## src/rtl/pulse_rate_counter.sv

```systemverilog
// pulse_rate_counter: gated event counter with non-paralyzable dead time and saturating totals
module pulse_rate_counter #(
    parameter int COUNT_W     = 16,
    parameter int GATE_CYCLES = 1000,
    parameter int DEAD_CYCLES = 4
) (
    input  logic               clk,
    input  logic               rst,
    input  logic               enable,
    input  logic               pulse_in,
    output logic [COUNT_W-1:0] count_out,
    output logic [COUNT_W-1:0] lost_out,
    output logic               count_valid,
    output logic               overflow,
    output logic               dead_busy
);
    localparam int GW = (GATE_CYCLES > 1) ? $clog2(GATE_CYCLES) : 1;
    localparam int DW = (DEAD_CYCLES > 0) ? $clog2(DEAD_CYCLES + 1) : 1;
    localparam logic [GW-1:0] GATE_LAST = GW'(GATE_CYCLES - 1);
    localparam logic [DW-1:0] DEAD_LOAD = DW'(DEAD_CYCLES);

    typedef enum logic {IDLE, GATING} state_t;

    state_t             state_q;
    logic               pulse_q;
    logic [DW-1:0]      dead_q, dead_d;
    logic [GW-1:0]      gate_q, gate_now;
    logic [COUNT_W-1:0] acc_cnt_q, acc_cnt_d, acc_lost_q, acc_lost_d;
    logic               sticky_cnt_q, sticky_cnt_d, sticky_lost_q, sticky_lost_d;
    logic [COUNT_W-1:0] count_q, lost_q;
    logic               valid_q, overflow_q;
    logic               rise, accept, lose, close;

    assign dead_busy   = |dead_q;
    assign count_out   = count_q;
    assign lost_out    = lost_q;
    assign count_valid = valid_q;
    assign overflow    = overflow_q;

    // Classify this cycle's edge and form saturating next values for the accumulators
    always_comb begin
        rise          = pulse_in & ~pulse_q;
        accept        = enable & rise & ~dead_busy;
        lose          = enable & rise & dead_busy;
        dead_d        = accept ? DEAD_LOAD : (dead_busy ? dead_q - DW'(1) : '0);
        gate_now      = (state_q == GATING) ? gate_q : '0;
        close         = enable & (gate_now == GATE_LAST);
        acc_cnt_d     = acc_cnt_q + COUNT_W'(accept & ~(&acc_cnt_q));
        acc_lost_d    = acc_lost_q + COUNT_W'(lose & ~(&acc_lost_q));
        sticky_cnt_d  = sticky_cnt_q | (accept & (&acc_cnt_q));
        sticky_lost_d = sticky_lost_q | (lose & (&acc_lost_q));
    end

    // Edge-detect history and dead timer run independently of the gate
    always_ff @(posedge clk) begin
        if (rst) begin
            pulse_q <= 1'b0;
            dead_q  <= '0;
        end else begin
            pulse_q <= pulse_in;
            dead_q  <= dead_d;
        end
    end

    // Gate window sequencing, accumulation and publication of the window totals
    always_ff @(posedge clk) begin
        if (rst) begin
            state_q       <= IDLE;
            gate_q        <= '0;
            acc_cnt_q     <= '0;
            acc_lost_q    <= '0;
            sticky_cnt_q  <= 1'b0;
            sticky_lost_q <= 1'b0;
            count_q       <= '0;
            lost_q        <= '0;
            valid_q       <= 1'b0;
            overflow_q    <= 1'b0;
        end else begin
            valid_q <= close;
            if (!enable) begin
                state_q       <= IDLE;
                gate_q        <= '0;
                acc_cnt_q     <= '0;
                acc_lost_q    <= '0;
                sticky_cnt_q  <= 1'b0;
                sticky_lost_q <= 1'b0;
            end else if (close) begin
                state_q       <= GATING;
                gate_q        <= '0;
                acc_cnt_q     <= '0;
                acc_lost_q    <= '0;
                sticky_cnt_q  <= 1'b0;
                sticky_lost_q <= 1'b0;
                count_q       <= acc_cnt_d;
                lost_q        <= acc_lost_d;
                overflow_q    <= sticky_cnt_d | sticky_lost_d;
            end else begin
                state_q       <= GATING;
                gate_q        <= gate_now + GW'(1);
                acc_cnt_q     <= acc_cnt_d;
                acc_lost_q    <= acc_lost_d;
                sticky_cnt_q  <= sticky_cnt_d;
                sticky_lost_q <= sticky_lost_d;
            end
        end
    end
endmodule

```

## config.mk

```make
export PLATFORM = sky130hd
export DESIGN_NAME = pulse_rate_counter
export DESIGN_NICKNAME = d
export VERILOG_FILES = /design/src/rtl/pulse_rate_counter.sv
export SDC_FILE = /design/constraint.sdc
export NUM_CORES = 1
export LEC_CHECK = 0
export ABC_AREA = 1
export BUFFER_PORTS_ARGS = -buffer_cell sky130_fd_sc_hd__buf_2
export CAP_MARGIN = 15
export CORE_ASPECT_RATIO = 0.6
export CORE_MARGIN = 2
export CORE_UTILIZATION = 50
export CTS_CLUSTER_DIAMETER = 40
export DETAILED_ROUTE_END_ITERATION = 6
export PLACE_DENSITY = 0.72
export RECOVER_POWER = 50
export REMOVE_ABC_BUFFERS = 1
export SYNTH_ARGS = -nofsm -noshare
export SYNTH_HDL_FRONTEND = slang
export SYNTH_SLANG_ARGS = --single-unit
```

## constraint.sdc

```tcl
create_clock -name clk -period 2.1 [get_ports clk]
set_input_delay 0.315 -clock clk [delete_from_list [all_inputs] [get_ports clk]]
set_output_delay 0.315 -clock clk [all_outputs]
set_load 0.02 [all_outputs]
```

==> results of run 1 <==
[through the flow]
step	instances	setup TNS [ns]	util [%]	worst slack (ns)	hold WS (ns)
after floorplan	472	-17.75	-	-0.565	0.384
after global placement	628	-1.75	59.5	-0.164	0.404
after detailed placement	628	-7.02	59.5	-0.300	0.432
after CTS	650	-0.0457	66.0	-0.0416	0.289
after global routing	655	-3.92	70.9	-0.204	0.308
final	655	-0.785	70.9	-0.134	0.294
[worst max-delay path by stage]
stage / startpoint / end / slack [ns] / cells after the start
floorplan: state_q$_SDFF_PP0_ / overflow$_SDFFE_PP0P_ / -0.56 / 10
global placement: dead_q[0]$_SDFF_PP0_ / count_out[8]$_SDFFE_PP0P_ / -0.16 / 17
global route: acc_lost_q[2]$_SDFF_PP0_ / lost_out[14]$_SDFFE_PP0P_ / -0.20 / 16
CTS: dead_q[0]$_SDFF_PP0_ / count_out[12]$_SDFFE_PP0P_ / -0.04 / 17
detailed placement: dead_q[0]$_SDFF_PP0_ / count_out[8]$_SDFFE_PP0P_ / -0.30 / 17
finish: dead_q[0]$_SDFF_PP0_ / lost_out[12]$_SDFFE_PP0P_ / -0.13 / 15
[cells by family (layout without fill, tap and decap cells)]
| logic type | after synthesis | after routing | share of synthesized area [%] |
|---|---|---|---|
| AND/OR/NAND/NOR | 231 | 231 | 26.8 |
| AO/OA/AOI/OAI | 70 | 70 | 9.90 |
| XOR/XNOR | 21 | 21 | 5.10 |
| buffers and inverters | 73 | 154 | 8.96 |
| adder cells (fa/ha/maj) | 9 | 9 | 3.13 |
| flip-flops | 83 | 83 | 46.1 |
[sequential cells by signal, summed over array words and instances (netlist names)]
register	cells
acc_cnt_q	16
overflow	1
dead_q	3
count_out	16
state_q	1
sticky_cnt_q	1
pulse_q	1
sticky_lost_q	1
lost_out	16
acc_lost_q	16
gate_q	10
count_valid	1
[power by group]
group / internal (µW) / total (µW) / switching (µW)
combinational: 209 / 429 / 220
sequential: 1600 / 1620 / 21.1
clock: 790 / 1430 / 641
[final cells by class]
type	count	area [µm²]
multi-input cells	331	2010
fillers	494	1990
flip-flops and latches	83	1670
repair buffers	80	556
clock buffers	10	229
inverters	58	223
well taps	87	109
clock inverters	6	32.5
[cells in the mapped netlist (2+ instances only)]
master    count
a21oi_1      36
and2_1        2
buf_2         3
buf_4         6
buf_6         3
clkbuf_1      3
dfxtp_1      83
ha_1          9
inv_1        57
nand2_1      83
nand2_2       4
nand3_1      24
nand3b_1      2
nand4_1       6
nor2_1       94
nor2_2        6
nor3_1        7
o21ai_0      30
or2_2         2
xnor2_1       9
xor2_1       12
[metal layers]
| layer | vias to the layer above | track usage, % | share of wire [%] |
|---|---|---|---|
| li1 | 1679 | - | - |
| met3 | 27 | 6.03 | 9.0 |
| met4 | 0 | 6.78 | 2.2 |
| met2 | 174 | 33.8 | 44 |
| met1 | 1559 | 32.4 | 44 |
| met5 | - | 0 | 0 |
[worst max-delay path, stage by stage, from the launching register on]
cell and delay [ns]:
dfxtp_2 0.34, inv_2 0.06, ha_4 0.16, inv_4 0.06, nor2_4 0.04, buf_6 0.12, nor3_4 0.21, ha_2 0.23
ha_4 0.14, inv_2 0.04, nor2_4 0.12, buf_6 0.13, nand3_4 0.06, xor2_2 0.18, nor2_1 0.13, nor2_1 0.07
[repair_timing]
action	in CTS	in global routing
setup buffers	6	4
endpoints found under the setup margin	48	67
pin swaps	19	29
cloned	0	1
hold buffers	0	0
gates resized for setup	41	69
==> results_dict.tcl, run 1 <==
set metrics [dict create \
    final_cell_mix "nor2_1, dfxtp_1, nand2_1" \
    diodes 0 \
    skew_ns 0.0109 \
    synth_warnings 0 \
    tightest_slew_ns 0.802 \
    num_io_pins 39 \
    cp_max_fo 3 \
    start_kind "flop" \
    netlist_instances 487 \
    post-route-period-util_pct 106 \
    power.leakage_uw 0.00197 \
    violations "negative setup slack" \
    drt_iter0_drc 248 \
    vias_per_cell 5.25 \
    rows 23 \
    port_buffers 38 \
    htreeDepth 3 \
    grt_max_degree 59 \
    synth-main-ff-cell "dfxtp_1" \
    hold_end "pulse_q$_SDFF_PP0_" \
    finish.instance_area_mm2 0.00483 \
    critical_path_class "flop to flop" \
    die_w_um 114 \
    cts_tree "done" \
    drt_pass1_iterations 5 \
    coreArea_mm2 0.00682 \
    insertion_delay_ns 0.35 \
    synthArstFlopShare_pct 0 \
    area_growth_pct 34.2 \
    final_common_cell "nor2_1" \
    netlist-cell-type-count 27 \
    relSlewSlack_pct 46.5 \
    cp-end-kind "flop" \
    grt_setup_unrepaired "true" \
    max_cap_viol_count 0 \
    vias 3439 \
    antenna_found_initial 0 \
    hold_path_depth 4 \
    die_area_mm2 0.00792 \
    grt_pass1_wl_um 14200 \
    synthTopCellsByArea "dfxtp_1, nor2_1, nand2_1" \
    reg2reg_slack_ns -0.13 \
    grt-ovfl-total 0 \
    ant_nets 0 \
    crit_required_ns 2.32 \
    cp.arrival_ns 2.46 \
    cts-buffers-inserted 9 \
    r2r_start "dead_q[0]$_SDFF_PP0_" \
    hp-class "primary input to flop" \
    dp_hpwl_um 5790 \
    reg2regPathDepth 15 \
    grt_usage_pct 22.8 \
    clock-root-buffer "clkbuf_16" \
    clock.fmax_ghz 0.448 \
    r2r-end "lost_out[12]$_SDFFE_PP0P_" \
    clkSinkCount 83 \
    hp-start "pulse_in" \
    clk_pin_slew_ns 0.07 \
    yosys_register_bits 83 \
    clockBufferDepth 2 \
    seq_area_frac_synth_pct 46.1 \
    netlist_area_mm2 0.00360 \
    synth_largest_area_cell "dfxtp_1" \
    period_minus_slack_ns 2.23 \
    drv_slew 0 \
    fp.dieH_um 69.8 \
    status "finished, violations left" \
    drc 0 \
    wl_per_cell_um 15.5 \
    gp_congestion 0.864 \
    vdd_drop_max_uv 367 \
    p_per_area_mw_per_mm2 720 \
    synth_area_per_cell_um2 7.40 \
    routed_wl_um 10200 \
    fin_nets 576 \
    p_total_uw 3480 \
    initial_core_util_pct 52.8 \
    fin_ws_ns -0.134 \
    setup_viol 18 \
    dpl_cell_area_mm2 0.00406 \
    synth_edf_count 0 \
    layout-drive-gt1-share_pct 31.3 \
    hold_viol 0 \
    synth_top_cell_area_share_pct 46.1 \
    grt_pass1_vias 3043 \
]
No activity file was read; power rests on OpenSTA's default activity.
==> run 2: changes to the inputs <==
- SKIP_CTS_REPAIR_TIMING: default -> 1
==> run 2 against run 1 <==
Net effect:
- the run still ends with negative setup slack left
- power is 2.8% lower
- register-to-register slack better by 0.09 ns
- design area is 1.3% lower
- cell count is 0.76% lower
- non-clock buffer count is 5 lower
- via count is 1.8% lower
- count of clock-buffer cells in the layout stayed put
- clock skew is 0.0032 ns lower
- combinational power is 19% lower
- largest cell class unchanged
- largest power group unchanged
==> results_dict.tcl, run 2 (same netlist as run 1, synthesis figures left out) <==
set metrics [dict create \
    ant_nets 0 \
    initial_core_util_pct 52.8 \
    final_cell_mix "nor2_1, dfxtp_1, nand2_1" \
    critical_path_class "flop to flop" \
    status "finished, violations left" \
    rows 23 \
    cp-end-kind "flop" \
    clkSinkCount 83 \
    drv_slew 0 \
    hp-class "primary input to flop" \
    diodes 0 \
    fin_ws_ns -0.0462 \
    switching_share_pct 24.7 \
    clock-root-buffer "clkbuf_16" \
    cts-buffers-inserted 9 \
    drt_pass1_iterations 5 \
    num_io_pins 39 \
    fp.dieH_um 69.8 \
    relSlewSlack_pct 48.1 \
    max_cap_viol_count 0 \
    vdd_drop_max_uv 368 \
    tightest_slew_ns 0.779 \
    period_minus_slack_ns 2.15 \
    combinationalPowerShare_pct 10.3 \
    switchingPower_uw 835 \
    violations "negative setup slack" \
    cp_max_fo 3 \
    htreeDepth 3 \
    area_growth_pct 32.4 \
    stdcell_count 650 \
    post-route-period-util_pct 102 \
    r2r_start "dead_q[0]$_SDFF_PP0_" \
    vias_per_cell 5.20 \
    cts_tree "done" \
    insertion_delay_ns 0.34 \
    grt_max_degree 59 \
    coreArea_mm2 0.00682 \
    clockBufferDepth 2 \
    drt_iter0_drc 237 \
    final_common_cell "nor2_1" \
    dpl.cell_count 628 \
    grt_pass1_wl_um 13700 \
    antenna_found_initial 0 \
    p_seq_share_pct 47.9 \
    die_w_um 114 \
    setup_viol 4 \
    dp_hpwl_um 5790 \
    wl_per_cell_um 14.7 \
    grt-ovfl-total 0 \
    die_area_mm2 0.00792 \
    crit_required_ns 2.39 \
    hp-start "pulse_in" \
    drc 0 \
    port_buffers 38 \
    start_kind "flop" \
    clockPowerShare_pct 41.8 \
    crit_path_start "dead_q[0]$_SDFF_PP0_" \
    reg2reg_slack_ns -0.05 \
    routed_wl_um 9540 \
    fin_nets 571 \
    vias 3378 \
    p_per_area_mw_per_mm2 709 \
    grt_usage_pct 21.9 \
    clock.fmax_ghz 0.466 \
    cp.arrival_ns 2.44 \
    p_total_uw 3380 \
    hold_viol 0 \
    clk_pin_slew_ns 0.06 \
    dp_slack_ns -0.300 \
    grt_setup_unrepaired "true" \
    p_int_uw 2550 \
    grt_pass1_vias 2938 \
    gp_congestion 0.864 \
    skew_ns 0.00774 \
    power.leakage_uw 0.00195 \
    layout-drive-gt1-share_pct 30.0 \
]
run 2: cell count changes in the layout (fill, tap and decap cells not counted), moves of 2 or more:
| cell | previous run | this run |
|---|---|---|
| buf_4 | 36 | 29 |
| dfxtp_2 | 8 | 10 |
| nand3_2 | 4 | 6 |
| buf_2 | 35 | 30 |
| nand2_1 | 72 | 70 |
| o21ai_1 | 0 | 2 |
| clkbuf_1 | 4 | 9 |
| nand2_2 | 11 | 14 |
| dfxtp_1 | 75 | 73 |
run 2: worst paths after layout:
kind | to | depth (start not counted)
min reg2reg | dead_q[0]$_SDFF_PP0_ | 1
max | count_out[13]$_SDFFE_PP0P_ | 17
min | pulse_q$_SDFF_PP0_ | 4
max reg2reg | count_out[13]$_SDFFE_PP0P_ | 17
run 2: power groups by stage:
| stage | registers (µW) | logic, µW | clock network, µW |
|---|---|---|---|
| 6_report | 1620 | 349 | 1410 |
| 5_1_grt | 1620 | 380 | 1510 |
| 4_1_cts | 1610 | 253 | 1450 |
| 3_5_place_dp | 1650 | 253 | 0 |
| 3_3_place_gp | 1640 | 241 | 0 |
| 2_1_floorplan | 1640 | 113 | 0 |
run 2: stage by stage:
| stage | TNS, ns | hold slack (ns) | area [µm²] | utilization [%] |
|---|---|---|---|---|
| finish | -0.0832 | 0.298 | 4770 | 70.0 |
| global route | -1.52 | 0.308 | 4770 | 70.0 |
| CTS | -8.24 | 0.289 | 4320 | 63.4 |
| detailed placement | -7.02 | 0.432 | 4060 | 59.5 |
| global placement | -1.75 | 0.404 | 4060 | 59.5 |
| floorplan | -17.75 | 0.384 | 3500 | - |
run 2: metal layers:
metal | up-vias | wire [µm] | track usage, %
li1 | 1673 | - | -
met1 | 1571 | 4430 | 32.1
met2 | 116 | 4290 | 31.1
met3 | 18 | 683 | 6.03
met4 | 0 | 138 | 6.64
met5 | - | 0 | 0
run 2: worst max-delay path, stage by stage, from the launching register on:
cell and delay, ns:
dfxtp_2 0.33, inv_2 0.08, ha_4 0.13, inv_2 0.04, nor2_4 0.12, inv_2 0.06
nor2_4 0.10, inv_2 0.06, nor2_4 0.11, buf_4 0.13, ha_4 0.13, nand3_4 0.12
nor2_4 0.18, buf_6 0.12, nand4_1 0.15, nand3_2 0.12, nand2_1 0.06, inv_1 0.05
run 2: cell type report:
type                            count  area [µm²]
Timing Repair Buffer               75         528
Inverter                           58         220
Fill cell                         519        2050
Clock buffer                       10         229
Clock inverter                      6        32.5
Tap cell                           87         109
Multi-Input combinational cell    331        1980
Sequential cell                    83        1670
==> run 3: changes to the inputs <==
- clock period: 2.1 -> 1.78 ns (I/O delays scaled with it)
==> run 3 against run 2 <==
Net effect:
- the flow still finishes with violations (negative setup slack)
- worst hold slack lost 0.058 ns
- first-iteration DRC count grew 76%
- clock power grew 20%
- sequential power grew 18%
- die area is the same
==> results_dict.tcl, run 3 (same netlist as run 1, synthesis figures left out) <==
set metrics [dict create \
    cp_max_fo 3 \
    cp.arrival_ns 2.59 \
    dp_hpwl_um 6240 \
    rows 23 \
    insertion_delay_ns 0.35 \
    clockBufferDepth 2 \
    crit_path_top_delay_cell "dfxtp_2" \
    fin_tns_setup_ns -18.77 \
    num_io_pins 39 \
    die_w_um 114 \
    max_stage_delay_ns 0.34 \
    die_area_mm2 0.00792 \
    clock.fmax_ghz 0.433 \
    clk_pin_slew_ns 0.06 \
    grt-ovfl-total 0 \
    p_total_uw 4080 \
    initial_core_util_pct 52.8 \
    layout-drive-gt1-share_pct 41.0 \
    fin_ws_ns -0.530 \
    fin_nets 620 \
    vdd_drop_max_uv 504 \
    htreeDepth 3 \
    drt_pass1_iterations 5 \
    coreArea_mm2 0.00682 \
    drc 0 \
    grt_max_degree 28 \
    setup_viol 56 \
    crit_chain "inv_2, ha_4, inv_2, nor2_4, inv_2, nor2_4, inv_2, nor2_4, ha_4, ha_4, inv_2, nor2_4, buf_4, buf_6, xor2_1, inv_1, a21oi_2" \
    grt_pass1_vias 3136 \
    grt_setup_unrepaired "true" \
    r2r_start "dead_q[0]$_SDFF_PP0_" \
    ant_nets 0 \
    dp_slack_ns -0.649 \
    wl_per_cell_um 18.2 \
    routed_wl_um 12800 \
    violations "negative setup slack" \
    skew_ns 0.00882 \
    cp-end-kind "flop" \
    fp.dieH_um 69.8 \
    finish.instance_area_mm2 0.00542 \
    clkSinkCount 83 \
    cts_tree "done" \
    hp-class "primary input to flop" \
    grt_pass1_wl_um 14400 \
    area_growth_pct 50.4 \
    critical_path_class "flop to flop" \
    drt_iter0_drc 418 \
    crit_required_ns 2.06 \
    grt_usage_pct 23.2 \
    period_minus_slack_ns 2.31 \
    post-route-period-util_pct 130 \
    p_per_area_mw_per_mm2 753 \
    power.leakage_uw 0.00225 \
    hp-start "pulse_in" \
    crit_top_cell "inv_2" \
    final_cell_mix "nor2_1, dfxtp_1, buf_4" \
    gp_congestion 0.962 \
    port_buffers 38 \
    relSlewSlack_pct 44.8 \
    vias 3903 \
    register_area_mm2 0.00168 \
    antenna_found_initial 0 \
    start_kind "flop" \
    multi_input_area_mm2 0.00217 \
    fillers 388 \
    crit_path_start "dead_q[0]$_SDFF_PP0_" \
    vias_per_cell 5.58 \
    diodes 0 \
    dpl_cell_area_mm2 0.00436 \
    cts-buffers-inserted 9 \
    max_cap_viol_count 0 \
    hold_viol 0 \
    drv_slew 0 \
    status "finished, violations left" \
    tightest_slew_ns 0.827 \
    clock-root-buffer "clkbuf_16" \
]
## run 3: cell count changes in the layout (fill, tap and decap cells not counted), moves of 4 or more
cell and delta:
buf_2 +8, buf_4 +42, nor2_1 -6, dfxtp_2 -4, a21oi_2 +7, nor2_2 +7
a21oi_1 -7, clkbuf_1 -7, xnor2_1 -5
## run 3: final cells by class
cell class | count | area share, %
clock buffer | 11 | 4.29
clock inverter | 5 | 0.554
inverter | 58 | 4.06
multi-input combinational | 331 | 40.1
sequential | 83 | 30.9
tap | 87 | 2.01
timing repair buffer | 124 | 18.0
## run 3: per-stage QoR
| stage | hold slack [ns] | util [%] | cells |
|---|---|---|---|
| 2_1_floorplan | 0.336 | - | 472 |
| 3_3_place_gp | 0.405 | 64.0 | 665 |
| 3_5_place_dp | 0.438 | 64.0 | 665 |
| 4_1_cts | 0.237 | 67.8 | 681 |
| 5_1_grt | 0.260 | 79.5 | 699 |
| 6_report | 0.240 | 79.5 | 699 |
## run 3: where the power goes
group	total (µW)	internal (µW)	switching, µW
combinational	488	222	266
sequential	1910	1880	23.0
clock	1690	937	749
total	4080	3040	1040
## run 3: routing by layer
metal  wire length, µm  global-route usage, %  up-vias
li1                  -                      -     1775
met1              5340                   32.5     1826
met2              5810                   33.1      254
met3              1230                   7.60       48
met4               376                   8.54        0
met5                 0                      0        -
## run 3: critical path: cells and delay by family, from the launching register on
family	cells	cell delay, ns
compound gates	1	0.13
xor+xnor	1	0.15
fa+ha+maj	3	0.47
buf+inv	8	0.65
flops	1	0.34
simple gates	4	0.50
## run 3: path summary, 6_finish.rpt
kind | endpoint | slack (ns) | cells after the start
worst max register to register | count_out[4]$_SDFFE_PP0P_ | -0.53 | 17
worst min-delay path | pulse_q$_SDFF_PP0_ | 0.24 | 4
worst min register to register | dead_q[0]$_SDFF_PP0_ | 0.50 | 1
worst max-delay path | count_out[4]$_SDFFE_PP0P_ | -0.53 | 17
